## config.mk

```make
export PLATFORM = sky130hd
export DESIGN_NAME = instruction_fetch_stage_flat
export DESIGN_NICKNAME = d
export VERILOG_FILES = /design/src/rtl/instruction_fetch_stage_if.sv /design/src/rtl/instruction_fetch_stage.sv /design/src/flat_wrapper.sv
export SDC_FILE = /design/constraint.sdc
export NUM_CORES = 1
export LEC_CHECK = 0
export ABC_AREA = 0
export BUFFER_PORTS_ARGS = -buffer_cell sky130_fd_sc_hd__buf_4
export CORE_UTILIZATION = 35
export CTS_BUF_LIST = sky130_fd_sc_hd__clkbuf_4
export DETAILED_ROUTE_END_ITERATION = 7
export SLEW_MARGIN = 10
export SYNTH_ARGS = -nofsm -noshare
export SYNTH_HDL_FRONTEND = slang
export SYNTH_SLANG_ARGS = --single-unit
```

## constraint.sdc

```tcl
create_clock -name Clk -period 2.1 [get_ports Clk]
set_input_delay 0.105 -clock Clk [delete_from_list [all_inputs] [get_ports Clk]]
set_output_delay 0.105 -clock Clk [all_outputs]
set_load 0.01 [all_outputs]
```

## src/rtl/instruction_fetch_stage_if.sv

```systemverilog
// instruction_fetch_stage_if: redirect/stall controls, instruction memory port and IF/ID outputs
interface instruction_fetch_stage_if;
  logic        Stall;
  logic        Branch_Taken;
  logic [31:0] Branch_Target;
  logic        Jump;
  logic [31:0] Jump_Target;
  logic [31:0] Imem_Addr;
  logic [31:0] Imem_Data;
  logic [31:0] IFID_Instruction;
  logic [31:0] IFID_PC_Plus4;
  logic        IFID_Valid;
  logic [5:0]  Opcode;
  logic [5:0]  Function;
  logic        Misalign;
  modport master (
    output Stall, Branch_Taken, Branch_Target, Jump, Jump_Target, Imem_Data,
    input  Imem_Addr, IFID_Instruction, IFID_PC_Plus4, IFID_Valid, Opcode, Function, Misalign
  );
  modport slave (
    input  Stall, Branch_Taken, Branch_Target, Jump, Jump_Target, Imem_Data,
    output Imem_Addr, IFID_Instruction, IFID_PC_Plus4, IFID_Valid, Opcode, Function, Misalign
  );
endinterface

```

## src/rtl/instruction_fetch_stage.sv

```systemverilog
// instruction_fetch_stage: PC register with branch/jump redirect, stall hold and IF/ID pipeline register
module instruction_fetch_stage #(
  parameter logic [31:0] RESET_PC = 32'h0000_0000
) (
  input logic Clk,
  input logic Reset_n,
  instruction_fetch_stage_if.slave bus
);
  typedef enum logic {BOOT, RUN} state_t;
  state_t r_state, w_state_nxt;
  logic [31:0] r_pc, w_pc_nxt, r_instr, w_instr_nxt, r_pc4, w_pc4_nxt, w_target;
  logic r_valid, w_valid_nxt, r_misalign, w_misalign_nxt, w_redirect;
  assign w_redirect = bus.Branch_Taken | bus.Jump;
  assign w_target = bus.Branch_Taken ? bus.Branch_Target : bus.Jump_Target;
  always_comb begin
    w_state_nxt = RUN;
    w_pc_nxt = r_pc;
    w_instr_nxt = r_instr;
    w_pc4_nxt = r_pc4;
    w_valid_nxt = r_valid;
    w_misalign_nxt = r_misalign;
    if (r_state == BOOT) begin
      w_instr_nxt = '0;
      w_pc4_nxt = '0;
      w_valid_nxt = 1'b0;
    end else if (w_redirect) begin
      w_pc_nxt = {w_target[31:2], 2'b00};
      w_instr_nxt = '0;
      w_pc4_nxt = '0;
      w_valid_nxt = 1'b0;
      w_misalign_nxt = r_misalign | (w_target[1:0] != 2'b00);
    end else if (!bus.Stall) begin
      w_pc_nxt = r_pc + 32'd4;
      w_instr_nxt = bus.Imem_Data;
      w_pc4_nxt = r_pc + 32'd4;
      w_valid_nxt = 1'b1;
    end
  end
  always_ff @(posedge Clk or negedge Reset_n) begin
    if (!Reset_n) begin
      r_state <= BOOT;
      r_pc <= RESET_PC;
      r_instr <= '0;
      r_pc4 <= '0;
      r_valid <= 1'b0;
      r_misalign <= 1'b0;
    end else begin
      r_state <= w_state_nxt;
      r_pc <= w_pc_nxt;
      r_instr <= w_instr_nxt;
      r_pc4 <= w_pc4_nxt;
      r_valid <= w_valid_nxt;
      r_misalign <= w_misalign_nxt;
    end
  end
  assign bus.Imem_Addr = r_pc;
  assign bus.IFID_Instruction = r_instr;
  assign bus.IFID_PC_Plus4 = r_pc4;
  assign bus.IFID_Valid = r_valid;
  assign bus.Opcode = r_instr[31:26];
  assign bus.Function = r_instr[5:0];
  assign bus.Misalign = r_misalign;
endmodule

```

## src/flat_wrapper.sv

```systemverilog
// flat-port wrapper written by rule: the top's interface ports become plain ports
module instruction_fetch_stage_flat 
#(
  parameter logic [31:0] RESET_PC = 32'h0000_0000
)
  (Clk, Reset_n, bus_Stall, bus_Branch_Taken, bus_Branch_Target, bus_Jump, bus_Jump_Target, bus_Imem_Data, bus_Imem_Addr, bus_IFID_Instruction, bus_IFID_PC_Plus4, bus_IFID_Valid, bus_Opcode, bus_Function, bus_Misalign);
  instruction_fetch_stage_if bus_i ();
  input logic Clk;
  input logic Reset_n;
  input wire logic [$bits(bus_i.Stall)-1:0] bus_Stall;
  input wire logic [$bits(bus_i.Branch_Taken)-1:0] bus_Branch_Taken;
  input wire logic [$bits(bus_i.Branch_Target)-1:0] bus_Branch_Target;
  input wire logic [$bits(bus_i.Jump)-1:0] bus_Jump;
  input wire logic [$bits(bus_i.Jump_Target)-1:0] bus_Jump_Target;
  input wire logic [$bits(bus_i.Imem_Data)-1:0] bus_Imem_Data;
  output wire logic [$bits(bus_i.Imem_Addr)-1:0] bus_Imem_Addr;
  output wire logic [$bits(bus_i.IFID_Instruction)-1:0] bus_IFID_Instruction;
  output wire logic [$bits(bus_i.IFID_PC_Plus4)-1:0] bus_IFID_PC_Plus4;
  output wire logic [$bits(bus_i.IFID_Valid)-1:0] bus_IFID_Valid;
  output wire logic [$bits(bus_i.Opcode)-1:0] bus_Opcode;
  output wire logic [$bits(bus_i.Function)-1:0] bus_Function;
  output wire logic [$bits(bus_i.Misalign)-1:0] bus_Misalign;
  assign bus_i.Stall = bus_Stall;
  assign bus_i.Branch_Taken = bus_Branch_Taken;
  assign bus_i.Branch_Target = bus_Branch_Target;
  assign bus_i.Jump = bus_Jump;
  assign bus_i.Jump_Target = bus_Jump_Target;
  assign bus_i.Imem_Data = bus_Imem_Data;
  assign bus_Imem_Addr = bus_i.Imem_Addr;
  assign bus_IFID_Instruction = bus_i.IFID_Instruction;
  assign bus_IFID_PC_Plus4 = bus_i.IFID_PC_Plus4;
  assign bus_IFID_Valid = bus_i.IFID_Valid;
  assign bus_Opcode = bus_i.Opcode;
  assign bus_Function = bus_i.Function;
  assign bus_Misalign = bus_i.Misalign;
  instruction_fetch_stage #(.RESET_PC(RESET_PC)) u_core (.Clk(Clk), .Reset_n(Reset_n), .bus(bus_i));
endmodule
```

* After elaboration in Yosys (flattened, before gate mapping)
Index checks and enable logic that the tools add are counted.
** Cells by class
- $add $sub $neg :: 1
- Shift-type cells :: 0
- Magnitude comparators :: 0
- Divide/modulo/power cells :: 0
- Reductions and logical operators :: 3
- Mux-type cells :: 11
- Eq/ne operators :: 2
- Multiply operators :: 0
- Bitwise operators :: 2
** Operators by type and width (number)
- 32-bit 2-to-1 mux :: 8
- 32-bit by 3-bit adder with 32-bit output (second input constant) :: 1
- 2-bit AND reduction :: 2
- 1-bit 2-to-1 mux :: 3
- 3-bit != test (second input constant) :: 1
- 2-bit by 1-bit != test with 1-bit output (second input constant) :: 1
- 1-bit bitwise OR :: 2
- 2-bit nonzero test :: 1
** Storage, ports and cells
- Latch bits :: 0
- Memory bits (read-only) :: 0
- Output and inout bits :: 110
- Logic and storage cells :: 25
- Memories kept :: 0
- Bits of input ports :: 101
- Register bits :: 99
- Bits in writable memories :: 0

* Longest topological paths before layout
Gate-level depths: netlist of the first run.
- Depth after elaboration :: 4
- Mapped depth :: 8
- Gate-level depth less buffers :: 6

* Least setup slack after synthesis of the first run
OpenSTA, ideal clock, no wires.
- Path kind :: reg-to-reg
- Start point :: register u_core.r_pc[2] (netlist: u_core.bus.Imem_Addr[2])
- End point :: register u_core.r_pc[26] (netlist: u_core.bus.Imem_Addr[26])
- Cell stages (with the launch flop) :: 8
- Clock period less this slack :: 1998 ps
- Slack :: 102 ps
- Arrival :: 1877 ps
- Data required time :: 1979 ps
- Path buffers :: 1
- Library setup time :: 121 ps
- Cells stage by stage :: dfrtp_1 > ha_1 > clkbuf_1 > nand2_1 > nor4_4 > nand4_1 > a21o_1 > a22o_1
** On the way
- Longest elaborated chain between the ends :: 3
** Ends and longest elaborated chain
- from (decl) :: line instruction_fetch_stage.sv:11 : logic [31:0] r_pc, w_pc_nxt, r_instr, w_instr_nxt, r_pc4, w_pc4_nxt, w_target;
- from (signal assigned) :: line instruction_fetch_stage.sv:49 : r_pc <= w_pc_nxt;
- 32-bit by 3-bit adder with 32-bit output :: line instruction_fetch_stage.sv:33 : w_pc_nxt = r_pc + 32'd4;
- 32-bit 2-to-1 mux :: line instruction_fetch_stage.sv:32 : end else if (!bus.Stall) begin
- 32-bit 2-to-1 mux :: line instruction_fetch_stage.sv:26 : end else if (w_redirect) begin
Every way passes these cells. The select of a mux whose other input is x is not followed.
A chain may end at the register's enable or synchronous reset.

* Final worst setup path of the first run
- Start point :: register u_core.r_pc[4] (netlist: u_core.bus.Imem_Addr[4])
- End point :: register u_core.r_pc[8] (netlist: u_core.bus.Imem_Addr[8])
Same word-level chain as after synthesis.

==> results of run 1 <==
## cell type report
type | count | area [µm²]
inverters | 11 | 41.29
clock buffers | 9 | 67.56
multi-input cells | 353 | 2260
clock inverters | 7 | 71.32
flip-flops and latches | 96 | 2404
diodes | 1 | 2.502
well taps | 180 | 225.2
fillers | 1243 | 6193
repair buffers | 313 | 2562
## timing repair
| item | in CTS | in global routing |
|---|---|---|
| hold endpoints to repair | 94 | 0 |
| hold buffers | 70 | 0 |
| resized for setup | 0 | 4 |
| setup buffers | 0 | 5 |
| endpoints found under the setup margin | 0 | 14 |
## worst max-delay path, stage by stage, from the launching register on
cell and delay [ns]:
dfrtp_1 0.42, buf_4 0.17, and4_1 0.23, nand2_1 0.11
nor3_1 0.06, a211oi_1 0.25, o21ai_0 0.13, dlygate4sd3_1 0.57
## kinds of logic after synthesis
| group | share of synthesized area, % |
|---|---|
| adder cells (fa/ha/maj) | 0.2524 |
| XOR/XNOR | 4.417 |
| multiplexers | 0.6058 |
| flip-flops | 48.46 |
| buffers and inverters | 6.461 |
| AND/OR/NAND/NOR | 15.80 |
| other | 0.1515 |
| AO/OA/AOI/OAI | 23.85 |
## state kept, by name (all words and copies together) (netlist names)
signal	flops
u_core.r_state	1
u_core.bus.IFID_Instruction	32
u_core.bus.IFID_Valid	1
u_core.bus.IFID_PC_Plus4	31
u_core.bus.Imem_Addr	30
u_core.bus.Misalign	1
## power by group through the flow
stage,Clock (µW),Combinational (µW),Sequential (µW)
2_1_floorplan,0,404,2200
3_3_place_gp,0,1050,2140
3_5_place_dp,0,1060,2150
4_1_cts,1070,1180,2120
5_1_grt,1130,1300,2140
6_report,1020,1200,2120
## synth_stat cells, drive strengths merged, types with 2 or more instances
library cell / instances / area [µm²]
nor4: 4 / 55.05
a22o: 39 / 341.6
buf: 29 / 177.7
nand2: 56 / 210.2
a221oi: 6 / 52.55
a311o: 3 / 30.03
and4: 5 / 46.29
o21ai: 63 / 322.8
clkbuf: 27 / 101.4
o211ai: 2 / 15.01
and2: 3 / 18.77
xnor2: 17 / 148.9
mux2i: 3 / 30.03
o31a: 5 / 43.79
conb: 2 / 7.510
o2bb2ai: 5 / 43.79
dfrtp: 96 / 2402
xor2: 8 / 70.07
o31ai: 2 / 15.01
a21o: 3 / 22.52
inv: 11 / 41.29
nor3: 8 / 51.30
and3: 23 / 143.9
a211o: 3 / 26.28
nor2: 22 / 82.58
a21oi: 29 / 145.1
a211oi: 3 / 22.52
o22ai: 4 / 25.02
nand4: 6 / 67.56
nand3: 12 / 60.06
## final timing paths
kind | slack [ns] | cells after the start | start | to
hold / removal | 0.03 | 4 | bus_Branch_Target[0] | u_core.bus.Misalign
setup / recovery | 0.08 | 7 | u_core.bus.Imem_Addr[4] | u_core.bus.Imem_Addr[8]
setup reg to reg | 0.08 | 7 | u_core.bus.Imem_Addr[4] | u_core.bus.Imem_Addr[8]
min in group asynchronous | 0.12 | 2 | Reset_n | u_core.bus.IFID_Instruction[20]
max in group asynchronous | 1.29 | 3 | Reset_n | u_core.bus.Imem_Addr[3]
hold reg to reg | 0.50 | 2 | u_core.bus.IFID_Valid | u_core.bus.IFID_Valid
## through the flow
| step | instance area [µm²] | hold slack, ns |
|---|---|---|
| 4_1_cts | 7584 | 0.0004874 |
| 6_report | 7634 | 0.03485 |
| 5_1_grt | 7634 | 0.02618 |
| 3_3_place_gp | 6744 | 0.1006 |
| 2_1_floorplan | 4961 | -0.1906 |
| 3_5_place_dp | 6744 | 0.1019 |
## layer usage
metal / track usage (%) / part of all wire [%] / routed length (µm)
met2: 38.36 / 47 / 7877
met4: 9.105 / 2.0 / 338
met3: 3.477 / 6.7 / 1119
met5: 0 / 0 / 0
met1: 30.10 / 44 / 7485
## layout by cell type, fill, tap and decap left out, drive strengths merged, types with 2 or more instances in the layout
cell / Yosys / final
inv: 11 / 12
nand3: 12 / 12
dlygate4sd3: 0 / 70
nand4: 6 / 6
o2bb2ai: 5 / 5
clkbuf: 27 / 9
mux2i: 3 / 3
and3: 23 / 23
a221oi: 6 / 6
conb: 2 / 3
nor2: 22 / 22
clkinvlp: 0 / 2
a21oi: 29 / 29
a311o: 3 / 3
o22ai: 4 / 4
o211ai: 2 / 2
a21o: 3 / 3
o21ai: 63 / 63
o31ai: 2 / 2
nand2: 56 / 56
a22o: 39 / 39
nor4: 4 / 4
xnor2: 17 / 17
xor2: 8 / 8
dfrtp: 96 / 96
a211o: 3 / 3
clkinv: 0 / 3
buf: 29 / 243
a211oi: 3 / 3
and4: 5 / 5
nor3: 8 / 8
and2: 3 / 3
o31a: 5 / 5
==> metrics.txt, run 1 <==
Clk pwr share about a quarter; Worst Path Required ~2.5 ns; Post-synth EDFFs 0; switching share of power 31.42%; Total Routing Usage GR a little under a quarter; Final period util approximately 96%; die height 121.0 µm; final setup margin between 0.08 and 0.09 ns; Gate power share between 20 and 30%; I/O Pins approximately 210; Layout Nets 886; clock sinks 96; RSZ-0062 raised after global routing false; Max-Cap Viols 0; total wire length roughly 17000 µm; fin util 55.21%; DP HPWL 11250 µm; ys async rst share between 90% and 100%; P_sw between 1000 and 1500 µW; Residual DRC 2; Netlist cell types 54; routed vias/inst between 5 and 6; clk buf depth 2; Cell Area, Synth 0.004957 mm²; Reg clk slew, reported paths about 0.15 ns; Root Buffer clkbuf_4; syn_area_per_cell about 9.6 µm²; Pins Over Slew Limit 0; WP data arrival approximately 2.4 ns; Post-DRT Antenna Nets 0; wire per inst roughly 17 µm; post-synthesis sequential area ratio 48.46%; Synth Register Bits 96; Mapped Cells between 500 and 600; Setup crit end kind flop; CP Class flop to flop; row count 43; CP startpoint kind flop; worst slew pin tran about 0.59 ns; Placed Cells incl. Taps about 880; status finished, violations left; Worst Skew between 0.01 and 0.015 ns; Synth Flop Type dfrtp_1; H-tree levels 3; Tot Pwr roughly 4300 µW; Final setup viols 0; Flop pwr share approximately half; gr ovfl total 0; min Tclk post-route 2.020 ns; Final TNS setup 0 ns; Fin. Hold Viols 0; largest net degree at the start of global routing 60; pre-CTS setup slack around 0.064 ns; share of cells above drive strength 1 34.85%; vias in the first global route between 4k and 5k; via count between 5k and 6k; die area 0.01464 mm²; maximum VDD drop approximately 270 µV; Hold Path Class primary input to flop; Final Non-Filler Cells just under 1k; worst skew pair latency roughly 0.47 ns; CP max FO 8; port bufs 208; layout overhead on the synthesized area 53.99%; Initial DRT Pass Iterations 8; Peak Freq about 500 MHz; leakage power between 0.003 and 0.004 µW; core area approximately 0.014 mm²; first-pass GRT wire length between 20000 and 30000 µm; initial antenna violation count 1; Cell Int Power just under 3000 µW; pwr/cell area between 500 and 600 mW/mm²; warnings from Yosys 0; DRT iter0 DRCs roughly 220; die width between 100 and 150 µm; failing checks design-rule violations; max_slew headroom around three fifths; initial core utilization 35.85%; CTS tree yes; routability cong. around 0.85; CTS buffer count 9
No activity file was read; power rests on OpenSTA's default activity.
==> inputs of run 2 (changes only) <==
CORE_ASPECT_RATIO = 1.2   (was default)
CTS_CLUSTER_SIZE = 28   (was default)
GPL_TIMING_DRIVEN = 0   (was default)
==> run 2 against run 1 <==
Effect of this change: the run now ends clean; clock skew grew 0.0066 ns; worst hold slack lost 0.017 ns; critical path depth decreased by 1; utilization fell by 1.1 points; sequential cell count unchanged; non-clock buffer count is 9 higher; final cell count is 0.10% lower; combinational power down 8%; final area down 2.0%; sequential share of layout area is 0.70 points higher; largest cell class unchanged.
==> metrics.txt, run 2 (synthesized netlist as in run 1, its figures left out) <==
status finished, final reports clean; CP cell instances buf_2 > nand4_4 > or4_4 > nor3_4 > o21ai_0 > o2bb2ai_1; wire per inst 18.59 µm; die height 132.4 µm; min Tclk post-route 2.022 ns; RSZ-0062 raised after global routing false; die width roughly 110 µm; CP Class flop to flop; leakage power roughly 0.0037 µW; worst skew pair latency 0.45 ns; Critical Path Source u_core.bus.Imem_Addr[9]; row count 47; Tot Pwr between 4000 and 5000 µW; layout overhead on the synthesized area 50.88%; P_sw about 1300 µW; Residual DRC 0; Flop pwr share approximately 52%; Final setup viols 0; vias in the first global route roughly 5.1k; Buf/Inv on CP 1; Total Routing Usage GR about a quarter; port bufs roughly 210; WP data arrival between 2 and 2.5 ns; total wire length between 15000 and 20000 µm; worst slew pin tran 0.9149 ns; CP max stage delay roughly 0.63 ns; critical path's top delay family simple AND/OR/NAND/NOR gates; Max-Cap Viols 0; most frequent cells in the layout 225 x buf_4, 92 x dfrtp_1, 59 x o21ai_0; Initial DRT Pass Iterations 4; first-pass GRT wire length 27990 µm; Critical-path top delay cell or4_4; max_slew headroom ~40%; die area about 0.015 mm²; final setup margin approximately 0.08 ns; initial antenna violation count 1; initial core utilization between 30% and 40%; Worst Min Path Start bus_Jump_Target[2]; CTS tree yes; Root Buffer clkbuf_4; area of placed instances 0.006721 mm²; pre-CTS setup slack -0.4325 ns; RR Startpoint u_core.bus.Imem_Addr[9]; final instance area 0.007480 mm²; CTS buffer count 9; routed vias/inst ~5.4; Setup crit end kind flop; switching share of power 32.31%; Peak Freq about 490 MHz; Placed Cells incl. Taps 893; Reg clk slew, reported paths between 0.1 and 0.15 ns; pwr/cell area between 500 and 600 mW/mm²; I/O Pins ~210; gr ovfl total 0; via count between 5k and 6k; commonest non-fill, non-tap cell in the layout buf_4; Worst Skew between 0.015 and 0.02 ns; H-tree levels 3; Final period util between 90% and 100%; Layout Nets 895; CP max FO 7; Fin. Hold Viols 0; share of cells above drive strength 1 between 30% and 40%; max reg flops 32; Final Non-Filler Cells 969; Clk pwr share 21.0%; core area 0.01382 mm²; Hold Path Class primary input to flop; Post-DRT Antenna Nets 0; Cell Int Power approximately 2800 µW; routability cong. 0.8634; DP HPWL between 10000 and 15000 µm; clock sinks 96; fillcell total approximately 1.3k; CP startpoint kind flop; largest net degree at the start of global routing slightly below 100; maximum VDD drop ~290 µV; Gate power share a little over a quarter; clk buf depth 2; Worst Path Required 2.44 ns; Pins Over Slew Limit 0; DRT iter0 DRCs 281
run 2: cell count changes in the layout (fill, tap and decap cells not counted), moves of 3 or more:
cell / delta
clkbuf_2: +5
buf_2: +10
dfrtp_1: -3
clkbuf_4: +3
dfrtp_2: +3
buf_4: -15
clkbuf_1: +20
dlygate4sd3_1: -14
run 2: per-layer routing:
metal,GRT usage [%],vias to the layer above,wire length [µm]
met5,0,-,0
met4,8.222,0,329
met3,3.080,23,1044
met2,41.86,225,8825
met1,31.78,2526,7809
li1,-,2412,-
run 2: layout make-up:
class / count / area, µm² / area share [%]
antenna: 1 / 2.502 / 0.03346
buffer: 54 / 285.3 / 3.814
clock buffer: 10 / 75.07 / 1.004
clock inverter: 5 / 25.02 / 0.3346
inverter: 11 / 41.29 / 0.5520
multi-input combinational: 353 / 2261 / 30.23
sequential: 96 / 2407 / 32.18
tap: 171 / 214.0 / 2.860
timing repair buffer: 268 / 2168 / 28.99
run 2: timing repair:
action / CTS / global route
pin swaps: 2 / 1
buffers inserted: 3 / 3
resized for setup: 7 / 14
hold endpoints to repair: 147 / 0
hold buffers: 56 / 0
setup endpoints to repair: 76 / 48
run 2: through the flow:
step           hold slack (ns)  utilization, %  setup TNS, ns
6_report               0.01742           54.12              0
5_1_grt                0.03522           54.12              0
4_1_cts               0.005294           53.75              0
3_5_place_dp            0.3252           48.64         -15.93
3_3_place_gp            0.3276           48.64         -14.03
2_1_floorplan          -0.1906               -              0
run 2: power by group through the flow:
| stage | sequential, µW | clock [µW] | combinational (µW) |
|---|---|---|---|
| 2_1_floorplan | 2200 | 0 | 404 |
| 4_1_cts | 2160 | 882 | 1080 |
| 6_report | 2160 | 863 | 1100 |
| 3_5_place_dp | 2190 | 0 | 989 |
| 3_3_place_gp | 2180 | 0 | 978 |
| 5_1_grt | 2180 | 943 | 1190 |
run 2: worst register-to-register path, delay by kind of cell, from the launching register on:
kind            cells  cell delay [ns]
flops               1             0.38
simple gates        3             1.06
buf+inv             1             0.21
compound gates      2             0.28
run 2: final timing paths:
path	end	slack, ns	cells past startpoint
setup / recovery	u_core.bus.Imem_Addr[21]	0.08	6
hold / removal	u_core.bus.Imem_Addr[2]	0.02	5
setup reg to reg	u_core.bus.Imem_Addr[21]	0.08	6
hold reg to reg	u_core.bus.Misalign	0.50	1
max in group asynchronous	u_core.bus.Imem_Addr[18]	1.12	2
min in group asynchronous	u_core.bus.IFID_Instruction[16]	0.29	2
==> inputs of run 3 (changes only) <==
CTS_BUF_LIST = sky130_fd_sc_hd__clkbuf_8   (was sky130_fd_sc_hd__clkbuf_4)
RECOVER_POWER = 50   (was default)
==> run 3 against run 2 <==
Effect of this change: worst hold slack better by 0.0068 ns; sequential share of layout area grew 2.1 points; non-clock buffer count down 20; routed wire length grew 0.14%; global-route usage decreased by 0.12 points; final area fell by 6.2%; via count is 2.3% lower; total power rose by 4.2%; utilization decreased by 3.3 points; first-iteration DRC count up 8.9%; clock skew shrank 0.0090 ns; register-to-register slack barely moved.
==> metrics.txt, run 3 (synthesized netlist as in run 1, its figures left out) <==
DRT iter0 DRCs slightly above 300; status finished, final reports clean; max reg flops 32; wire per inst about 19 µm; Final TNS setup 0 ns; Max-Cap Viols 0; Final setup viols 0; Total Routing Usage GR between 20% and 30%; first-pass GRT wire length roughly 28000 µm; final setup margin 0.07132 ns; initial antenna violation count 0; CP max FO 7; WP data arrival 2.28 ns; total wire length 18030 µm; die height around 130 µm; largest net degree at the start of global routing 97; Root Buffer clkbuf_8; routed vias/inst 5.344; pre-CTS setup slack -0.4325 ns; min Tclk post-route about 2.0 ns; P_sw between 1000 and 1500 µW; CTS tree yes; Flop pwr share about 50%; most frequent cells in the layout 146 x buf_4, 102 x clkbuf_1, 93 x dfrtp_1; leakage power 0.003292 µW; share of cells above drive strength 1 between 20 and 30%; die width 110.6 µm; CP Class flop to flop; maximum VDD drop 290.5 µV; Residual DRC 0; Setup crit end kind flop; vias in the first global route a little under 5k; clock sinks 96; Peak Freq 492.9 MHz; Pins Over Slew Limit 0; Hold Path Class primary input to flop; Gate power share 23.4%; Initial DRT Pass Iterations 4; pwr/cell area 611.5 mW/mm²; worst skew pair latency 0.37 ns; Reg clk slew, reported paths approximately 0.090 ns; I/O Pins roughly 210; layout overhead on the synthesized area 41.57%; via count between 5k and 6k; CP startpoint kind flop; core area between 0.01 and 0.015 mm²; worst slew pin tran approximately 1.4 ns; DP HPWL 12580 µm; Fin. Hold Viols 0; Diodes inserted 0; Final period util 96.60%; Worst Skew ~0.0096 ns; switching share of power about a third; clk buf depth 2; RSZ-0062 raised after global routing false; Cell Int Power 2939 µW; Clk pwr share a little over a quarter; commonest non-fill, non-tap cell in the layout buf_4; die area ~0.015 mm²; Tot Pwr 4291 µW; H-tree levels 3; CTS buffer count 9; Worst Path Required around 2.4 ns; Post-DRT Antenna Nets 0; Layout Nets 875; row count between 40 and 50; port bufs slightly above 200; initial core utilization a little over a third; gr ovfl total 0; max_slew headroom 8.788%; routability cong. around 0.86
## run 3: cell types whose count changed in the layout (fill, tap and decap cells not counted), sizes merged
| cell | change |
|---|---|
| clkbuf | +83 |
| inv | +1 |
| clkinv | -2 |
| buf | -79 |
| diode | -1 |
| dlygate4sd3 | -23 |
## run 3: routing by layer
metal	global-route usage [%]	part of all wire [%]	vias to the layer above
met1	31.78	44	2450
met5	0	0	-
li1	-	-	2367
met2	41.44	48	225
met3	2.943	5.1	24
met4	8.444	2.0	0
## run 3: cell type report
class                           instances  area [µm²]
Fill cell                            1406        6802
Sequential cell                        96        2406
Multi-Input combinational cell        353        2261
Timing Repair Buffer                  248        1640
Buffer                                 54       282.8
Tap cell                              171       214.0
Clock buffer                           11       151.4
Inverter                               11       41.29
Clock inverter                          4       21.27
## run 3: stage by stage
step / hold WS, ns / area [µm²] / util (%) / std cells
after floorplan: -0.1906 / 4961 / - / 516
after global placement: 0.3276 / 6721 / 48.64 / 893
after detailed placement: 0.3252 / 6721 / 48.64 / 893
after CTS: 0.01141 / 7247 / 52.44 / 941
after global routing: 0.02664 / 7018 / 50.78 / 948
final: 0.02422 / 7018 / 50.78 / 948
## run 3: power by group through the flow
| stage | Clock (µW) | Combinational (µW) | Sequential [µW] |
|---|---|---|---|
| 2_1_floorplan | 0 | 404 | 2200 |
| 3_3_place_gp | 0 | 978 | 2180 |
| 3_5_place_dp | 0 | 989 | 2190 |
| 4_1_cts | 1160 | 1040 | 2160 |
| 5_1_grt | 1220 | 1090 | 2180 |
| 6_report | 1130 | 1010 | 2160 |
## run 3: worst max-delay path: stages (launching register included)
cell,delay [ns]
dfrtp_1,0.36
buf_2,0.22
nand4_4,0.17
or4_4,0.63
nor3_4,0.26
o21ai_0,0.12
o2bb2ai_1,0.16
## run 3: what timing repair did
action / CTS / global route
gates cloned: 0 / 0
pin swaps: 2 / 2
buffers inserted: 3 / 6
hold endpoints to repair: 32 / 96
resized for setup: 6 / 14
hold buffers: 32 / 1
endpoints found under the setup margin: 76 / 53
## run 3: worst paths after layout
check                                   startpoint                               to  slack, ns  cells past startpoint
min                          bus_Branch_Target[25]         u_core.bus.Imem_Addr[25]       0.02                      3
max in group asynchronous                  Reset_n          u_core.bus.Imem_Addr[2]       0.56                      2
max                        u_core.bus.Imem_Addr[9]         u_core.bus.Imem_Addr[21]       0.07                      6
max reg2reg                u_core.bus.Imem_Addr[9]         u_core.bus.Imem_Addr[21]       0.07                      6
min in group asynchronous                  Reset_n  u_core.bus.IFID_Instruction[16]       0.58                      2
min reg2reg                    u_core.bus.Misalign              u_core.bus.Misalign       0.48                      1
